File: src/rtl/rsa_io_pkg.sv
// Shared types and constants for the RSA operand/result byte I/O path.
// Latency: n/a (types, constants and one helper function only).
// Backpressure: n/a.
// Contents: serializer state encoding, default header byte, bytes_of() helper.
package rsa_io_pkg;

    typedef enum logic [1:0] {
        IDLE      = 2'd0,
        LOAD      = 2'd1,
        WAIT_ACK  = 2'd2,
        WAIT_DONE = 2'd3
    } ser_state_t;

    localparam logic [7:0] HDR_BYTE_DFLT = 8'hA5;

    function automatic int bytes_of(input int n);
        return n / 8;
    endfunction

endpackage

File: src/rtl/byte_shift_reg.sv
// Word holding register that exposes one end byte and shifts it out 8 bits at a time.
// Latency: load/shift take effect at the next clock edge; cur_byte is combinational from the register.
// Backpressure: none; the owner decides when to load and when to shift.
// Ports: clk, rst (sync, active-high), load + data (capture word), shift (drop consumed byte),
//        cur_byte (byte at the consumed end: MSB end if MSB_FIRST, else LSB end).
module byte_shift_reg #(
    parameter int N         = 16,
    parameter bit MSB_FIRST = 1'b1
) (
    input  logic         clk,
    input  logic         rst,
    input  logic         load,
    input  logic         shift,
    input  logic [N-1:0] data,
    output logic [7:0]   cur_byte
);

    logic [N-1:0] sr;

    always_ff @(posedge clk) begin
        if (rst) begin
            sr <= '0;
        end else if (load) begin
            sr <= data;
        end else if (shift) begin
            // Shift toward the end just consumed so the next byte lands in its place.
            sr <= MSB_FIRST ? (sr << 8) : (sr >> 8);
        end
    end

    assign cur_byte = MSB_FIRST ? sr[N-1 -: 8] : sr[7:0];

endmodule

File: src/rtl/word_serializer.sv
// Serialises one N-bit word into N/8 UART frames, one byte per frame, interlocked on the UART busy flag.
// Latency: accept -> first tx_valid is 2 cycles with the UART idle; word_done follows the last frame's end.
// Backpressure: in_ready is low from the cycle after acceptance until the cycle after word_done.
// Ports: clk, rst (sync, active-high); in_valid/in_ready/in_data word input; is_transmitting UART busy;
//        tx_byte/tx_valid byte + start strobe to the UART; word_done completion pulse.
// Build option: define WORD_SERIALIZER_HDR_EN to prefix every word with HDR_BYTE.
module word_serializer
    import rsa_io_pkg::*;
#(
    parameter int         N         = 16,
    parameter bit         MSB_FIRST = 1'b1,
    parameter logic [7:0] HDR_BYTE  = HDR_BYTE_DFLT
) (
    input  logic         clk,
    input  logic         rst,
    input  logic         in_valid,
    output logic         in_ready,
    input  logic [N-1:0] in_data,
    input  logic         is_transmitting,
    output logic [7:0]   tx_byte,
    output logic         tx_valid,
    output logic         word_done
);

    localparam int NBYTES = bytes_of(N);
`ifdef WORD_SERIALIZER_HDR_EN
    localparam int NFRAMES = NBYTES + 1;
`else
    localparam int NFRAMES = NBYTES;
`endif
    // Sized from the frame count so the extra header frame still fits the counter.
    localparam int             CW       = $clog2(NFRAMES + 1);
    localparam logic [CW-1:0]  CNT_LOAD = CW'(NFRAMES);

    ser_state_t    state;
    logic [CW-1:0] cnt;
    logic [7:0]    cur_byte;
    logic          hdr_pending;
    logic          sr_load;
    logic          sr_shift;

`ifdef WORD_SERIALIZER_HDR_EN
    // The counter only holds its load value before the header frame has gone out.
    assign hdr_pending = (cnt == CNT_LOAD);
`else
    assign hdr_pending = 1'b0;
`endif

    assign sr_load  = (state == IDLE) && in_ready && in_valid;
    assign sr_shift = (state == LOAD) && !is_transmitting && !hdr_pending;

    byte_shift_reg #(
        .N         (N),
        .MSB_FIRST (MSB_FIRST)
    ) u_sr (
        .clk      (clk),
        .rst      (rst),
        .load     (sr_load),
        .shift    (sr_shift),
        .data     (in_data),
        .cur_byte (cur_byte)
    );

    always_ff @(posedge clk) begin
        if (rst) begin
            state     <= IDLE;
            in_ready  <= 1'b1;
            tx_valid  <= 1'b0;
            tx_byte   <= 8'h00;
            word_done <= 1'b0;
            cnt       <= '0;
        end else begin
            tx_valid  <= 1'b0;
            word_done <= 1'b0;
            case (state)
                IDLE: begin
                    // in_ready is still low during the word_done cycle; raise it one cycle later.
                    if (!in_ready) begin
                        in_ready <= 1'b1;
                    end else if (in_valid) begin
                        in_ready <= 1'b0;
                        cnt      <= CNT_LOAD;
                        state    <= LOAD;
                    end
                end
                LOAD: begin
                    // Captured here so tx_byte carries the pre-shift byte and stays put until the next LOAD.
                    tx_byte <= hdr_pending ? HDR_BYTE : cur_byte;
                    if (!is_transmitting) begin
                        tx_valid <= 1'b1;
                        if (cnt != '0) begin
                            cnt <= cnt - 1'b1;
                        end
                        state <= WAIT_ACK;
                    end
                end
                WAIT_ACK: begin
                    if (is_transmitting) begin
                        state <= WAIT_DONE;
                    end
                end
                WAIT_DONE: begin
                    if (!is_transmitting) begin
                        if (cnt != '0) begin
                            state <= LOAD;
                        end else begin
                            word_done <= 1'b1;
                            state     <= IDLE;
                        end
                    end
                end
                default: state <= IDLE;
            endcase
        end
    end

endmodule

File: config.mk
export PLATFORM = sky130hd
export DESIGN_NAME = word_serializer
export DESIGN_NICKNAME = d
export VERILOG_FILES = /design/src/rtl/rsa_io_pkg.sv /design/src/rtl/byte_shift_reg.sv /design/src/rtl/word_serializer.sv
export SDC_FILE = /design/constraint.sdc
export NUM_CORES = 1
export LEC_CHECK = 0
export BUFFER_PORTS_ARGS = -buffer_cell sky130_fd_sc_hd__buf_4
export CAP_MARGIN = 20
export CORE_ASPECT_RATIO = 0.75
export CORE_MARGIN = 4
export CORE_UTILIZATION = 47
export CTS_CLUSTER_SIZE = 30
export DETAILED_ROUTE_END_ITERATION = 7
export PLACE_DENSITY = 0.85
export REMOVE_ABC_BUFFERS = 1
export SLEW_MARGIN = 20
export SYNTH_ARGS = -nofsm -noshare
export SYNTH_HDL_FRONTEND = slang
export SYNTH_SLANG_ARGS = --single-unit
File: constraint.sdc
create_clock -name clk -period 1.55 [get_ports clk]
set_input_delay 0.2325 -clock clk [delete_from_list [all_inputs] [get_ports clk]]
set_output_delay 0.2325 -clock clk [all_outputs]
set_load 0.02 [all_outputs]
==> results of run 1 <==
==> final cells by class <==
class	count	area, um2	share of cell area
clock buffers	8	100.1	0.05529
inverters	5	21.27	0.01175
multi-input cells	100	725.7	0.4008
flip-flops and latches	31	628.1	0.3469
well taps	36	45.04	0.02488
repair buffers	37	290.3	0.1603
==> path summary, 6_finish.rpt <==
path | startpoint | to | slack, ns | depth (start not counted)
worst max register to register | state[0] | state[0] | 0.07 | 5
worst min register to register | u_sr.sr[1] | u_sr.sr[1] | 0.47 | 2
worst min-delay path | in_data[5] | u_sr.sr[5] | 0.20 | 3
worst max-delay path | state[0] | state[0] | 0.07 | 5
==> cell families after synthesis <==
family,Yosys count,share of synthesized area
adders and majority gates,6,0.05415
AOI/OAI and AO/OA,27,0.1399
buffers and inverters,14,0.06047
DFF,31,0.4477
muxes,18,0.1300
and+or+nand+nor,49,0.1679
==> worst reg2reg max path, cell delays in order (launching register included) <==
cell	delay, ns
dfxtp_4	0.38
inv_1	0.09
ha_1	0.21
or2_2	0.32
a21oi_4	0.17
mux2i_1	0.23
==> repair_timing <==
| action | in CTS | in global routing |
|---|---|---|
| endpoints found under the setup margin | 2 | 6 |
| gates resized for setup | 3 | 12 |
| buffers inserted | 1 | 0 |
| pin swaps | 1 | 2 |
==> report_power, final <==
group	internal, mW	leakage, nW	total, mW	switching, mW
sequential	1.00	0.255	1.13	0.134
combinational	0.624	0.492	1.32	0.695
clock	0.404	0.0515	0.681	0.277
==> sequential cells by signal, indices dropped and copies added (netlist names) <==
| name | cells |
|---|---|
| u_sr.sr | 16 |
| state | 2 |
| tx_byte | 8 |
| word_done | 1 |
| cnt | 2 |
| tx_valid | 1 |
| in_ready | 1 |
==> cell usage in the layout (no fill, tap or decap), types with 2 or more instances in the layout <==
master | Yosys | routed
nor2_1 | 19 | 19
buf_4 | 1 | 36
ha_4 | 0 | 2
o21a_1 | 2 | 2
nand2_1 | 12 | 12
nand3_1 | 9 | 9
a21oi_1 | 8 | 8
o31ai_1 | 2 | 2
inv_1 | 5 | 4
a211oi_1 | 7 | 7
clkbuf_8 | 0 | 7
mux2i_1 | 18 | 18
dfxtp_1 | 31 | 29
dfxtp_4 | 0 | 2
ha_2 | 0 | 2
ha_1 | 6 | 2
==> through the flow <==
step                        util  setup WS (ns)  hold slack (ns)    TNS, ns  std cells
after floorplan                -        -0.4727           0.2971     -4.937        136
after global routing      0.6650      -0.006367           0.2045  -0.006367        217
after detailed placement  0.6057       -0.09396           0.4618    -0.1741        208
after global placement    0.6057        0.04636           0.4532          0        208
final                     0.6650        0.06892           0.2011          0        217
after CTS                 0.6471        0.01685           0.1950          0        217
==> routing by layer <==
metal	global-route usage	vias to the layer above	wire [um]	part of all wire
met4	0.05625	0	34	0.011
met5	0	-	0	0
met1	0.1897	535	1385	0.47
li1	-	579	-	-
met2	0.2769	34	1377	0.46
met3	0.05776	3	180	0.060
==> run metrics, run 1 <==
status completed; unrepaired setup endpoints after global routing yes; CP delay by family, top flip-flops; synthesized area 0.001386 mm2; CP peak stage delay 0.38 ns; Post-synth EDFFs 0; site row count 16; path category of the worst min-delay check in -> reg; drt initial violations 44; WL/cell 13.72 um; fill cell count 230; CTS H-tree depth 2; RePlAce Congestion 0.7607; drt first pass iters 4; initial core utilization 0.5092; Root Driver clkbuf_8; Crit Path Max Fanout 6; core area 0.002723 mm2; Commonest cells post-synth 31 x dfxtp_1, 19 x nor2_1, 18 x mux2i_1; # setup viols final 0; Final Max Slew Viols 0; Max Clock Freq 0.6752 GHz; critical path arrival 1.67 ns; layout cell share with drive strength beyond 1 0.3260; crit-path cells inv_1 -> ha_1 -> or2_2 -> a21oi_4 -> mux2i_1; I/O pins 31; crit path time final 1.481 ns; total design power 3.134 mW; Synth area leader dfxtp_1; maxcap violations 0; CTS tree done; vias in the first global route 1,149; Area contributors post-synth dfxtp_1 45%, mux2i_1 13%, ha_1 5.4%; worst slew pin tran 0.3032 ns; chip height 55.04 um; crit end category flip-flop; Placed Area 0.001649 mm2; first-pass GRT wire length 4.836 mm; Post-CTS Hold Fix Bufs 0; clock sink total 31; Avg Cell Area, Syn 9.561 um2; Top FF cell, synth dfxtp_1; DR DRC count 0; Fin Clk Skew 0.005922 ns; post-synth top area share 0.4477; Final HPWL DP 2.105 mm; clk buf depth 2; Area Growth Syn to Fin 30.60%; vias 1,151; Critical Path Source Type flip-flop; Setup CP Type reg -> reg; Final Hold Violating Endpoints 0; CP bufs+invs 1; ant diodes 0; Die Area 0.003892 mm2; Worst slew margin 0.7960; initial antenna violation count 0; synthesis-stage register bit count 31; slowest CP cell dfxtp_4; most numerous cell in the Yosys netlist dfxtp_1; drt total wl 2.977 mm; Async S/R FF share, synth 0; fin crit share 0.9555; Die W 70.71 um; register area share after synthesis 0.4477; Netlist cell types 33; Buffers on Ports 30; largest net degree at the start of global routing 29; CTS Buf Count 5; clk slew on worst S/H paths 0.06 ns; Post-Synthesis Cells 145; Final nets 206; design area 0.001810 mm2; Ys Warns 0; Worst Path Required 1.74 ns; number of antenna-violating nets in the routed design 0; VDD IR max 0.8858 mV; clock latency on the worst-skew pair 0.28 ns; Leak Pwr 0.7984 nW; vias per std cell 5.304; grt ovf 0; P per Cell Area 1731 mW/mm2; GRT Total Usage 0.1608
(Power assumes the default switching activity.)
==> inputs of run 2 (changes only) <==
--- a/config.mk
+++ b/config.mk
@@ -8,13 +8,11 @@
 export BUFFER_PORTS_ARGS = -buffer_cell sky130_fd_sc_hd__buf_4
 export CAP_MARGIN = 20
 export CORE_ASPECT_RATIO = 0.75
-export CORE_MARGIN = 4
 export CORE_UTILIZATION = 47
-export CTS_CLUSTER_SIZE = 30
+export CTS_CLUSTER_SIZE = 12
 export DETAILED_ROUTE_END_ITERATION = 7
 export PLACE_DENSITY = 0.85
 export REMOVE_ABC_BUFFERS = 1
-export SLEW_MARGIN = 20
 export SYNTH_ARGS = -nofsm -noshare
 export SYNTH_HDL_FRONTEND = slang
 export SYNTH_SLANG_ARGS = --single-unit
==> run metrics, run 2 (synthesis gave the netlist of run 1 again) <==
path category of the worst min-delay check in -> reg; Die W 64.71 um (-8.5%); final core occ 0.6843 (+0.01928); GR Util met1 0.2482 (+0.05843); Max Clock Freq 0.6803 GHz (+0.75%); GRT Total Usage 0.2144 (+0.05363); Final Hold Violating Endpoints 0 (unchanged); status completed; reg2reg start state[1]; Setup CP Type reg -> reg; critical path arrival 1.68 ns (about the same); DR DRC count 0 (unchanged); clock share of power 0.248 (+0.031); vias per std cell 5.353 (+0.92%); clk buf depth 2 (unchanged); grt ovf 0 (unchanged); Hold Path Depth 3 (unchanged); number of antenna-violating nets in the routed design 0 (unchanged); clock latency on the worst-skew pair 0.29 ns (about the same); Fin Clk Skew 0.001820 ns (-0.004102 ns); WL/cell 14.29 um (+4.2%); Crit Path Max Fanout 5 (-1); maxcap violations 0 (unchanged); I/O pins 31 (unchanged); crit-path cells inv_4 -> ha_4 -> or3b_4 -> a21oi_4 -> mux2i_1; site row count 16 (unchanged); fill cell count 194 (-16%); Leak Pwr 0.8230 nW (+3.1%); P_sw 1.170 mW (+5.9%); worst slew pin tran 0.2972 ns (-0.005975 ns); most common cell after layout, fill and taps aside buf_4; Seq pwr share 0.341 (-0.021); HP Start in_data[4]; Root Driver clkbuf_8; Final nets 210 (+1.9%); crit path time final 1.470 ns (-0.01108 ns); TNS Setup 0 ns (unchanged); Final HPWL DP 2.221 mm (+5.5%); GR Util met3 0.05140 (-0.006360); R2R depth 5 (unchanged); layout cell share with drive strength beyond 1 0.3514 (+0.02538); number of flip-flops under the largest register name 16 (unchanged); Comb pwr share 0.412 (-0.009); core area 0.002703 mm2 (-0.74%); Top reg by flops u_sr.sr; drt total wl 3.159 mm (+6.1%); Buffers on Ports 30 (unchanged); Pint 2.181 mW (+7.5%); crit end category flip-flop; CP peak stage delay 0.40 ns (+0.02 ns); CTS H-tree depth 2 (unchanged); Critical Path Source Type flip-flop; P per Cell Area 1812 mW/mm2 (+4.7%); vias in the first global route 1,175 (+2.3%); initial core utilization 0.5130 (+0.003772); FF-to-FF End state[0]; clk slew on worst S/H paths 0.07 ns (about the same); drt initial violations 42 (-4.5%); initial antenna violation count 0 (unchanged); VDD IR max 0.8929 mV (+0.80%); clock sink total 31 (unchanged); GRT busiest layer met2; Area Growth Syn to Fin 33.39%; Worst Path Required 1.76 ns (+0.02 ns); unrepaired setup endpoints after global routing no; CP bufs+invs 1 (unchanged); largest net degree at the start of global routing 29 (unchanged); first-pass GRT wire length 5.140 mm (+6.3%); GR met2 Demand/Resource 0.3611 (+0.08419); RePlAce Congestion 0.7105 (-6.6%); fin crit share 0.9484 (-0.007149); drt first pass iters 4 (unchanged); CTS Buf Count 5 (unchanged); hold path endpoint u_sr.sr[4]; Reg2Reg Setup Slack 0.08 ns (about the same); total design power 3.351 mW (+6.9%); slowest CP cell or3b_4; sw frac 0.3492 (-0.003406); # setup viols final 0 (unchanged); commonest cells after routing, fill and taps aside 41 x buf_4, 29 x dfxtp_1, 19 x nor2_1; Final Max Slew Viols 0 (unchanged); chip height 49.04 um (-11%); CTS tree done; ant diodes 0 (unchanged); vias 1,183 (+2.8%); CP delay by family, top simple AND/OR/NAND/NOR gates; Post-CTS Hold Fix Bufs 0 (unchanged); Worst slew margin 0.8002 (+0.004154); Die Area 0.003173 mm2 (-18%); Final Non-Filler Cells 221 (+1.8%); Top Registers u_sr.sr (16), tx_byte (8); dpl cells 213 (+2.4%)
## run 2: per-layer routing
metal | part of all wire | up-vias
li1 | - | 580
met5 | 0 | -
met4 | 0.017 | 0
met1 | 0.47 | 566
met3 | 0.045 | 6
met2 | 0.46 | 31
## run 2: layout make-up
type	count	area, um2	area share
Multi-Input combinational cell	100	729.5	0.3945
Sequential cell	31	628.1	0.3396
Timing Repair Buffer	41	307.8	0.1664
Clock buffer	6	82.58	0.04466
Tap cell	36	45.04	0.02436
Clock inverter	2	35.03	0.01894
Inverter	5	21.27	0.01150
## run 2: how the worst max path moves through the flow
stage	cells after the start	slack, ns	start	end
after global routing	5	0.007	state[1]	state[0]
after detailed placement	5	-0.07	state[1]	state[0]
after CTS	5	0.02	cnt[0]	cnt[0]
final	5	0.08	state[1]	state[0]
after global placement	5	0.04	state[1]	state[1]
after floorplan	5	-0.47	state[1]	cnt[0]
## run 2: power by group through the flow
stage	Combinational (mW)	Sequential (mW)	Clock (mW)
2_1_floorplan	0.746	1.14	0
3_3_place_gp	1.19	1.11	0
3_5_place_dp	1.26	1.13	0
4_1_cts	1.29	1.11	0.834
5_1_grt	1.50	1.17	0.867
6_report	1.38	1.14	0.830
## run 2: metrics by stage
step	worst slack, ns	cell area [um2]	hold slack (ns)
after global placement	0.03950	1674	0.4529
after floorplan	-0.4727	1321	0.2971
after CTS	0.01725	1805	0.1881
after detailed placement	-0.07397	1674	0.4593
after global routing	0.007352	1849	0.2082
final	0.08000	1849	0.1892
## run 2: worst reg2reg max path, cell delays in order (launching register included)
cell,delay [ns]
dfxtp_4,0.38
inv_4,0.05
ha_4,0.16
or3b_4,0.40
a21oi_4,0.18
mux2i_1,0.21
## run 2: what timing repair did
action | in CTS | in global routing
gates resized for setup | 5 | 12
pin swaps | 1 | 2
buffers inserted | 0 | 0
setup endpoints to repair | 5 | 11
==> inputs of run 3 (changes only) <==
--- a/config.mk
+++ b/config.mk
@@ -12,7 +12,6 @@
 export CTS_CLUSTER_SIZE = 12
 export DETAILED_ROUTE_END_ITERATION = 7
 export PLACE_DENSITY = 0.85
-export REMOVE_ABC_BUFFERS = 1
 export SYNTH_ARGS = -nofsm -noshare
 export SYNTH_HDL_FRONTEND = slang
 export SYNTH_SLANG_ARGS = --single-unit
==> run metrics, run 3 (synthesis gave the netlist of run 1 again) <==
vias 1,139 (-3.7%); worst slew pin tran 0.3471 ns (+0.04989 ns); hold path endpoint u_sr.sr[6]; Hold Path Depth 3 (unchanged); total design power 2.972 mW (-11%); Leak Pwr 0.7829 nW (-4.9%); drt first pass iters 4 (unchanged); vias per std cell 5.298 (-1.0%); Fin Clk Skew 0.002862 ns (+0.001042 ns); I/O pins 31 (unchanged); Max Clock Freq 0.6586 GHz (-3.2%); CTS H-tree depth 2 (unchanged); DR DRC count 0 (unchanged); Final Hold Violating Endpoints 0 (unchanged); clock share of power 0.205 (-0.043); final core occ 0.6505 (-0.03380); clk slew on worst S/H paths 0.06 ns (about the same); R2R depth 5 (unchanged); number of antenna-violating nets in the routed design 0 (unchanged); clock sink total 31 (unchanged); VDD IR max 0.7105 mV (-20%); sw frac 0.3639 (+0.01469); Final nets 204 (-2.9%); dpl cells 207 (-2.8%); Comb pwr share 0.413 (about the same); HP Start in_data[6]; CTS Buf Count 5 (unchanged); Seq pwr share 0.382 (+0.041); path category of the worst min-delay check in -> reg; FF-to-FF End state[1]; Top reg by flops u_sr.sr; crit path time final 1.518 ns (+0.04832 ns); P_sw 1.081 mW (-7.6%); Setup CP Type reg -> reg; largest net degree at the start of global routing 29 (unchanged); first-pass GRT wire length 4.761 mm (-7.4%); commonest cells after routing, fill and taps aside 33 x buf_4, 29 x dfxtp_1, 19 x nor2_1; most common cell after layout, fill and taps aside buf_4; vias in the first global route 1,096 (-6.7%); chip height 49.04 um (unchanged); WL/cell 13.67 um (-4.3%); CTS tree done; initial core utilization 0.5130 (unchanged); reg2reg start state[1]; number of flip-flops under the largest register name 16 (unchanged); Pint 1.890 mW (-13%); Crit Path Max Fanout 5 (unchanged); Post-Syn Nets 171; Final Non-Filler Cells 215 (-2.7%); Final HPWL DP 2.082 mm (-6.3%); layout cell share with drive strength beyond 1 0.2961 (-0.05526); Critical Path Source Type flip-flop; Die Area 0.003173 mm2 (unchanged); # setup viols final 0 (unchanged); Root Driver clkbuf_8; clk buf depth 2 (unchanged); Top Registers u_sr.sr (16), tx_byte (8); Area Growth Syn to Fin 26.81%; Reg2Reg Setup Slack 0.03 ns (-0.05 ns); critical path arrival 1.72 ns (+0.04 ns); fill cell count 204 (+5.2%); maxcap violations 0 (unchanged); ant diodes 0 (unchanged); grt ovf 0 (unchanged); status completed; Worst slew margin 0.7665 (-0.03370); RePlAce Congestion 0.8831 (+24%); Die W 64.71 um (unchanged); drt initial violations 69 (+64%); P per Cell Area 1690 mW/mm2 (-6.7%); crit end category flip-flop; Worst Path Required 1.75 ns (about the same); TNS Setup 0 ns (unchanged); Post-CTS Hold Fix Bufs 0 (unchanged); clock latency on the worst-skew pair 0.29 ns (about the same); core area 0.002703 mm2 (unchanged); Buffers on Ports 30 (unchanged); initial antenna violation count 0 (unchanged); Final Max Slew Viols 0 (unchanged); GRT Total Usage 0.2042 (-0.01022); drt total wl 2.940 mm (-6.9%); fin crit share 0.9796 (+0.03117); site row count 16 (unchanged)
## run 3: per-layer routing
layer / part of all wire / vias to the layer above / GRT usage / wire length, um
met5: 0 / - / 0 / 0
met4: 0.031 / 0 / 0.1556 / 91
met3: 0.054 / 10 / 0.05374 / 160
met2: 0.47 / 32 / 0.3247 / 1396
met1: 0.44 / 520 / 0.2328 / 1292
li1: - / 577 / - / -
## run 3: worst max-delay path by stage
| stage | from | end | slack (ns) | cells past startpoint |
|---|---|---|---|---|
| after CTS | state[1] | state[1] | 0.02 | 5 |
| after global placement | state[1] | state[1] | 0.06 | 5 |
| final | state[1] | state[1] | 0.03 | 5 |
| after floorplan | state[1] | state[0] | 0.09 | 5 |
| after global routing | state[1] | state[1] | -0.03 | 5 |
| after detailed placement | state[1] | state[1] | -0.08 | 5 |
## run 3: power groups by stage
| stage | Clock, mW | Sequential [mW] | Combinational (mW) |
|---|---|---|---|
| after CTS | 0.618 | 1.12 | 1.20 |
| after floorplan | 0 | 1.14 | 0.844 |
| final | 0.610 | 1.13 | 1.23 |
| after global routing | 0.656 | 1.16 | 1.34 |
| after global placement | 0 | 1.11 | 1.14 |
| after detailed placement | 0 | 1.13 | 1.19 |
## run 3: metrics by stage
stage               area, um2  hold WS [ns]  worst slack, ns
floorplan                1386        0.3685          0.08867
global placement         1654        0.4584          0.05883
detailed placement       1654        0.4635         -0.08016
CTS                      1740        0.1840          0.02151
global route             1758        0.1898         -0.02764
finish                   1758        0.1868          0.03168
## run 3: critical path: stages (launching register included)
cell and delay (ns):
dfxtp_4 0.38, inv_2 0.06, ha_4 0.16, or3b_1 0.39, a21oi_2 0.20, mux2i_1 0.24
## run 3: layout make-up
class                   instances  area, um2  share of cell area
clock buffers                   7      76.32             0.04342
inverters                       5      18.77             0.01068
multi-input cells             100      699.4              0.3979
flip-flops and latches         31      625.6              0.3559
clock inverters                 1      5.005            0.002847
well taps                      36      45.04             0.02562
repair buffers                 35      287.8              0.1637
## run 3: repair_timing
action,in CTS,in global routing
gates resized for setup,3,5
setup buffers,0,0
endpoints found under the setup margin,4,6
pin swaps,1,2
